$ cat config.mk
export PLATFORM = sky130hd
export DESIGN_NAME = pc_select_predictor
export DESIGN_NICKNAME = d
export VERILOG_FILES = /design/src/rtl/pc_select_predictor_pkg.sv /design/src/rtl/pc_select_predictor_bht.sv /design/src/rtl/pc_select_predictor.sv
export SDC_FILE = /design/constraint.sdc
export NUM_CORES = 1
export LEC_CHECK = 0
export BUFFER_PORTS_ARGS = -buffer_cell sky130_fd_sc_hd__buf_2
export CORE_AREA = 2 2 133 135
export CTS_CLUSTER_SIZE = 8
export DETAILED_ROUTE_END_ITERATION = 10
export DIE_AREA = 0 0 135 137
export PLACE_DENSITY = 0.66
export RECOVER_POWER = 50
export SYNTH_ARGS = -nofsm -noshare
export SYNTH_HDL_FRONTEND = slang
export SYNTH_SLANG_ARGS = --single-unit
$ cat constraint.sdc
create_clock -name clk_i -period 6.5 [get_ports clk_i]
set_clock_uncertainty 0.1 [all_clocks]
set_input_delay 0.975 -clock clk_i [delete_from_list [all_inputs] [get_ports clk_i]]
set_output_delay 0.975 -clock clk_i [all_outputs]
set_load 0.02 [all_outputs]
$ cat src/rtl/pc_select_predictor_pkg.sv
// Shared types and helpers for the next-PC source selector and its bimodal BHT.
package pc_select_predictor_pkg;

    // Next-PC source encoding shared by fetch and execute.
    typedef enum logic {
        PC_INPUT_PC_PLUS_4 = 1'b0,
        PC_INPUT_ALU       = 1'b1
    } pc_input_sel_t;

    // RV32 base opcodes seen at execute.
    typedef enum logic [6:0] {
        OPCODE_LOAD   = 7'b0000011,
        OPCODE_OP_IMM = 7'b0010011,
        OPCODE_AUIPC  = 7'b0010111,
        OPCODE_STORE  = 7'b0100011,
        OPCODE_OP     = 7'b0110011,
        OPCODE_LUI    = 7'b0110111,
        OPCODE_BRANCH = 7'b1100011,
        OPCODE_JALR   = 7'b1100111,
        OPCODE_JAL    = 7'b1101111,
        OPCODE_SYSTEM = 7'b1110011
    } opcode_t;

    // Width of the BHT index for a power-of-two table depth.
    function automatic int unsigned bht_idx_width(input int unsigned entries);
        return $clog2(entries);
    endfunction

    // Weakly not-taken: MSB clear, all lower bits set.
    function automatic int unsigned ctr_init_value(input int unsigned ctr_width);
        return (32'd1 << (ctr_width - 1)) - 32'd1;
    endfunction

endpackage

$ cat src/rtl/pc_select_predictor_bht.sv
// Bimodal counter table: one async read port, one synchronous saturating
// increment/decrement write port, async reset to weakly not-taken.
module bht_counter_table
    import pc_select_predictor_pkg::*;
#(
    parameter int unsigned ENTRIES   = 64,
    parameter int unsigned CTR_WIDTH = 2,
    localparam int unsigned IdxW     = bht_idx_width(ENTRIES)
) (
    input  logic                 clk_i,
    input  logic                 reset_i,
    input  logic [IdxW-1:0]      rd_idx_i,
    output logic [CTR_WIDTH-1:0] rd_ctr_o,
    input  logic                 wr_en_i,
    input  logic [IdxW-1:0]      wr_idx_i,
    input  logic                 wr_taken_i
);

    localparam logic [CTR_WIDTH-1:0] CtrInit = CTR_WIDTH'(ctr_init_value(CTR_WIDTH));
    localparam logic [CTR_WIDTH-1:0] CtrMax  = '1;
    localparam logic [CTR_WIDTH-1:0] CtrMin  = '0;
    localparam logic [CTR_WIDTH-1:0] CtrOne  = CTR_WIDTH'(1);

    logic [CTR_WIDTH-1:0] ctr_q [ENTRIES];
    logic [CTR_WIDTH-1:0] wr_old;
    logic [CTR_WIDTH-1:0] wr_new;

    // Read port returns the stored value; no bypass from the write port.
    assign rd_ctr_o = ctr_q[rd_idx_i];

    // Saturating next value for the entry being trained.
    always_comb begin
        wr_old = ctr_q[wr_idx_i];
        wr_new = wr_old;
        if (wr_taken_i) begin
            if (wr_old != CtrMax) wr_new = wr_old + CtrOne;
        end else begin
            if (wr_old != CtrMin) wr_new = wr_old - CtrOne;
        end
    end

    // Counter storage; reset discards any update in flight.
    always_ff @(posedge clk_i or posedge reset_i) begin
        if (reset_i) begin
            for (int i = 0; i < int'(ENTRIES); i++) begin
                ctr_q[i] <= CtrInit;
            end
        end else if (wr_en_i) begin
            ctr_q[wr_idx_i] <= wr_new;
        end
    end

endmodule

$ cat src/rtl/pc_select_predictor.sv
// Next-PC source selector with bimodal branch prediction.
// Fetch gets a combinational prediction; execute resolves, trains the BHT and
// raises a registered one-cycle redirect on mispredict.
// Optional feature: define PC_SEL_PERF_COUNTERS_EN to build the branch and
// mispredict performance counters; otherwise both count ports are tied to 0.
module pc_select_predictor
    import pc_select_predictor_pkg::*;
#(
    parameter int unsigned XLEN        = 32,
    parameter int unsigned BHT_ENTRIES = 64,
    parameter int unsigned CTR_WIDTH   = 2
) (
    input  logic            clk_i,
    input  logic            reset_i,
    input  logic            fetch_valid_i,
    input  logic [XLEN-1:0] fetch_pc_i,
    output pc_input_sel_t   pred_pc_input_sel_o,
    input  logic            resolve_valid_i,
    input  opcode_t         resolve_opcode_i,
    input  logic [XLEN-1:0] resolve_pc_i,
    input  logic            resolve_pred_taken_i,
    input  logic            branch_result_i,
    output pc_input_sel_t   pc_input_sel_o,
    output logic            redirect_o,
    output logic [31:0]     branch_count_o,
    output logic [31:0]     mispredict_count_o
);

    localparam int unsigned IdxW = bht_idx_width(BHT_ENTRIES);

    logic [IdxW-1:0]      fetch_idx;
    logic [IdxW-1:0]      resolve_idx;
    logic [CTR_WIDTH-1:0] fetch_ctr;
    logic                 actual_taken;
    logic                 train_en;
    logic                 mispredict;
    pc_input_sel_t        pc_input_sel_d, pc_input_sel_q;
    logic                 redirect_q;

    // Word-aligned PCs: bits [1:0] never select an entry.
    assign fetch_idx   = fetch_pc_i[IdxW+1:2];
    assign resolve_idx = resolve_pc_i[IdxW+1:2];

    logic unused_pc_bits;
    assign unused_pc_bits = ^{fetch_pc_i[XLEN-1:IdxW+2], fetch_pc_i[1:0],
                              resolve_pc_i[XLEN-1:IdxW+2], resolve_pc_i[1:0]};

    bht_counter_table #(
        .ENTRIES   (BHT_ENTRIES),
        .CTR_WIDTH (CTR_WIDTH)
    ) u_bht (
        .clk_i      (clk_i),
        .reset_i    (reset_i),
        .rd_idx_i   (fetch_idx),
        .rd_ctr_o   (fetch_ctr),
        .wr_en_i    (train_en),
        .wr_idx_i   (resolve_idx),
        .wr_taken_i (branch_result_i)
    );

    // Fetch prediction: counter MSB, forced to PC+4 while in reset.
    always_comb begin
        pred_pc_input_sel_o = PC_INPUT_PC_PLUS_4;
        if (!reset_i && fetch_valid_i && fetch_ctr[CTR_WIDTH-1]) begin
            pred_pc_input_sel_o = PC_INPUT_ALU;
        end
    end

    // Resolve the real decision; only conditional branches train the table.
    always_comb begin
        actual_taken = 1'b0;
        train_en     = 1'b0;
        if (resolve_valid_i) begin
            case (resolve_opcode_i)
                OPCODE_BRANCH: begin
                    actual_taken = branch_result_i;
                    train_en     = 1'b1;
                end
                OPCODE_JAL, OPCODE_JALR: actual_taken = 1'b1;
                default:                 actual_taken = 1'b0;
            endcase
        end
        mispredict     = resolve_valid_i && (actual_taken != resolve_pred_taken_i);
        pc_input_sel_d = actual_taken ? PC_INPUT_ALU : PC_INPUT_PC_PLUS_4;
    end

    // Registered actual source and redirect pulse.
    always_ff @(posedge clk_i or posedge reset_i) begin
        if (reset_i) begin
            pc_input_sel_q <= PC_INPUT_PC_PLUS_4;
            redirect_q     <= 1'b0;
        end else begin
            pc_input_sel_q <= pc_input_sel_d;
            redirect_q     <= mispredict;
        end
    end

    assign pc_input_sel_o = pc_input_sel_q;
    assign redirect_o     = redirect_q;

`ifdef PC_SEL_PERF_COUNTERS_EN
    logic [31:0] branch_count_q;
    logic [31:0] mispredict_count_q;

    // Wrapping performance counters, updated alongside the redirect register.
    always_ff @(posedge clk_i or posedge reset_i) begin
        if (reset_i) begin
            branch_count_q     <= 32'd0;
            mispredict_count_q <= 32'd0;
        end else begin
            if (train_en)   branch_count_q     <= branch_count_q + 32'd1;
            if (mispredict) mispredict_count_q <= mispredict_count_q + 32'd1;
        end
    end

    assign branch_count_o     = branch_count_q;
    assign mispredict_count_o = mispredict_count_q;
`else
    assign branch_count_o     = 32'd0;
    assign mispredict_count_o = 32'd0;
`endif

endmodule
==> results.cfg <==
[placed_design]
io_buffers = 27
place_hpwl_um = 12500
gp_congestion = 0.862
pre_cts_slack_ps = 1510
placed_cells = 841

[setup_path]
cp.arrival_ps = 4170
critPathCaptureType = async pin
worst-path-max-fanout = 76
cp-start-kind = input pin
crit_type = in2async
required_ps = 6000

[timing]
fin_crit_sh_pct = 71.9
period_minus_slack_ps = 4670
setup_viol = 0
tns_ps = 0
rsz0062_at_grt = false
max_freq_mhz = 214
holdWs_ps = 394
drv_slew = 77
hold_violations = 0
relSlewSlack_pct = -165
fin_ws_ps = 1830
tightest_slew_ps = 3970

[synth]
synth-edff-count = 0
async_flop_share_pct = 100
yosysSeqAreaShare_pct = 44.0
yosys_most_used_dff = dfrtp_1
ys_seq_elements = 130
ys_warn_count = 0
syn_inst = 621
postSynthAreaPerCell_um2 = 12.2
ys_types = 53
syn_area_um2 = 7580

[clock_tree]
cts_resized = 0
cts_setup_buffers = 0
root_buffer = clkbuf_16
cts.sinks = 130
cts_tree = done
postCtsHoldBufs = 0
h-tree-depth = 4
insertion_delay_ps = 420
cts_buffer_depth = 2
cts_buffers = 17
clk_pin_slew_worst_paths_ps = 60

[outcome]
status = finished, violations left
violations = capacitance limit, slew limit

[grt]
antenna_found_initial = 1
grt_use_total_pct = 20.6
grt_max_degree = 77
gr-total-overflow = 0
grt_pass1_vias = 5088
grt_pass1_wl_um = 28600

[floorplan]
die_h_um = 137
io_pins = 144
core_area_um2 = 17100
num_rows = 48
dieWidth_um = 135
die_area_um2 = 18500
initial_core_util_pct = 44.5

[pwr]
seqPwrFrac_pct = 40.5
combinationalPowerShare_pct = 8.0
intPower_uw = 1540
pwr-share-clk_pct = 51.6
switching_share_pct = 23.7
power_density_nw_per_um2 = 245
ir_worst_vdd_mv = 0.167
totalPowerFinal_uw = 2020
leakage_uw = 0.00358
p_switching_uw = 478

[cells_and_area]
instances_no_fill = 874
final_common_cell = mux2_2
final_nets = 712
synthToLayoutAreaGrowth_pct = 8.46
layout_common_cells = 143 x mux2_2, 66 x dfrtp_1, 64 x conb_1, 64 x dfstp_2, 43 x nand2_1
drive_above_1_share_pct = 47.1

[routing]
first_pass_iters = 4
drtIter0Drc = 328
drc = 0
avgViaCountPerCell = 5.67
vias = 4953
antenna_left = 0
wl_per_cell_um = 20.6
wl_um = 18000

[flow_run]
maxCapViolCount = 1

[min_path]
hold_path_class = in2async
[per-layer routing]
layer | wire length [µm] | GRT usage, % | vias up
li1 | - | - | 2171
met1 | 7680 | 26.2 | 2540
met2 | 8650 | 32.9 | 207
met3 | 1100 | 5.48 | 35
met4 | 617 | 9.55 | 0
met5 | 0 | 0 | -
[final timing paths]
path,cells after the start,startpoint,slack [ps],to
setup reg to reg,7,u_bht.ctr_q[112],3040,u_bht.ctr_q[107]
max in group clk_i,8,resolve_pc_i[2],1870,u_bht.ctr_q[107]
setup / recovery,3,reset_i,1830,u_bht.ctr_q[73]
hold / removal,2,reset_i,390,redirect_o
min in group clk_i,1,u_bht.ctr_q[59],430,u_bht.ctr_q[59]
hold reg to reg,1,u_bht.ctr_q[59],430,u_bht.ctr_q[59]
[sequential cells by signal, summed over array words and instances, names as in the netlist]
signal          flops
redirect_o          1
u_bht.ctr_q       128
pc_input_sel_o      1
[cells in the mapped netlist (6+ instances only)]
master	count	area [µm²]
a21oi_1	10	50.1
a221oi_1	7	61.3
a22oi_1	13	97.6
and2_1	6	37.5
buf_2	6	30.0
buf_4	65	488
buf_6	10	113
clkbuf_1	17	63.8
dfrtp_1	66	1650
dfstp_2	64	1680
mux2_2	143	1610
mux2i_1	11	110
mux4_2	29	653
nand2_1	43	161
nand3_1	9	45.0
nor2_1	41	154
nor2b_1	7	43.8
[power groups by stage]
stage / sequential [µW] / combinational, µW / clock [µW]
floorplan: 828 / 153 / 0
detailed placement: 828 / 160 / 0
finish: 815 / 161 / 1040
global placement: 828 / 158 / 0
global route: 815 / 174 / 1090
CTS: 815 / 161 / 1060
[metrics by stage]
stage	util [%]	area [µm²]
global route	48.2	8220
floorplan	-	7820
CTS	48.3	8230
finish	48.2	8230
global placement	44.5	7580
detailed placement	44.5	7580
[logic make-up after synthesis]
group	after synthesis	share of synthesized area [%]
flops	130	44.0
other cells	1	0.0494
xor+xnor	1	0.116
fa+ha+maj	2	0.297
simple gates	138	8.76
mux	183	31.3
buf+inv	107	9.60
compound gates	59	5.92
[worst max-delay path, stage by stage]
cell	delay, ps
buf_2	100
clkinvlp_2	220
clkbuf_1	2820
[area by class of cell]
| cell class | count | area (µm²) |
|---|---|---|
| Inverter | 5 | 20.0 |
| Clock buffer | 23 | 498 |
| Tap cell | 225 | 282 |
| Fill cell | 1503 | 8830 |
| Multi-Input combinational cell | 447 | 3760 |
| Sequential cell | 130 | 3330 |
| Antenna cell | 1 | 2.50 |
| Timing Repair Buffer | 34 | 181 |
| Clock inverter | 9 | 150 |
No activity file was read; power rests on OpenSTA's default activity.
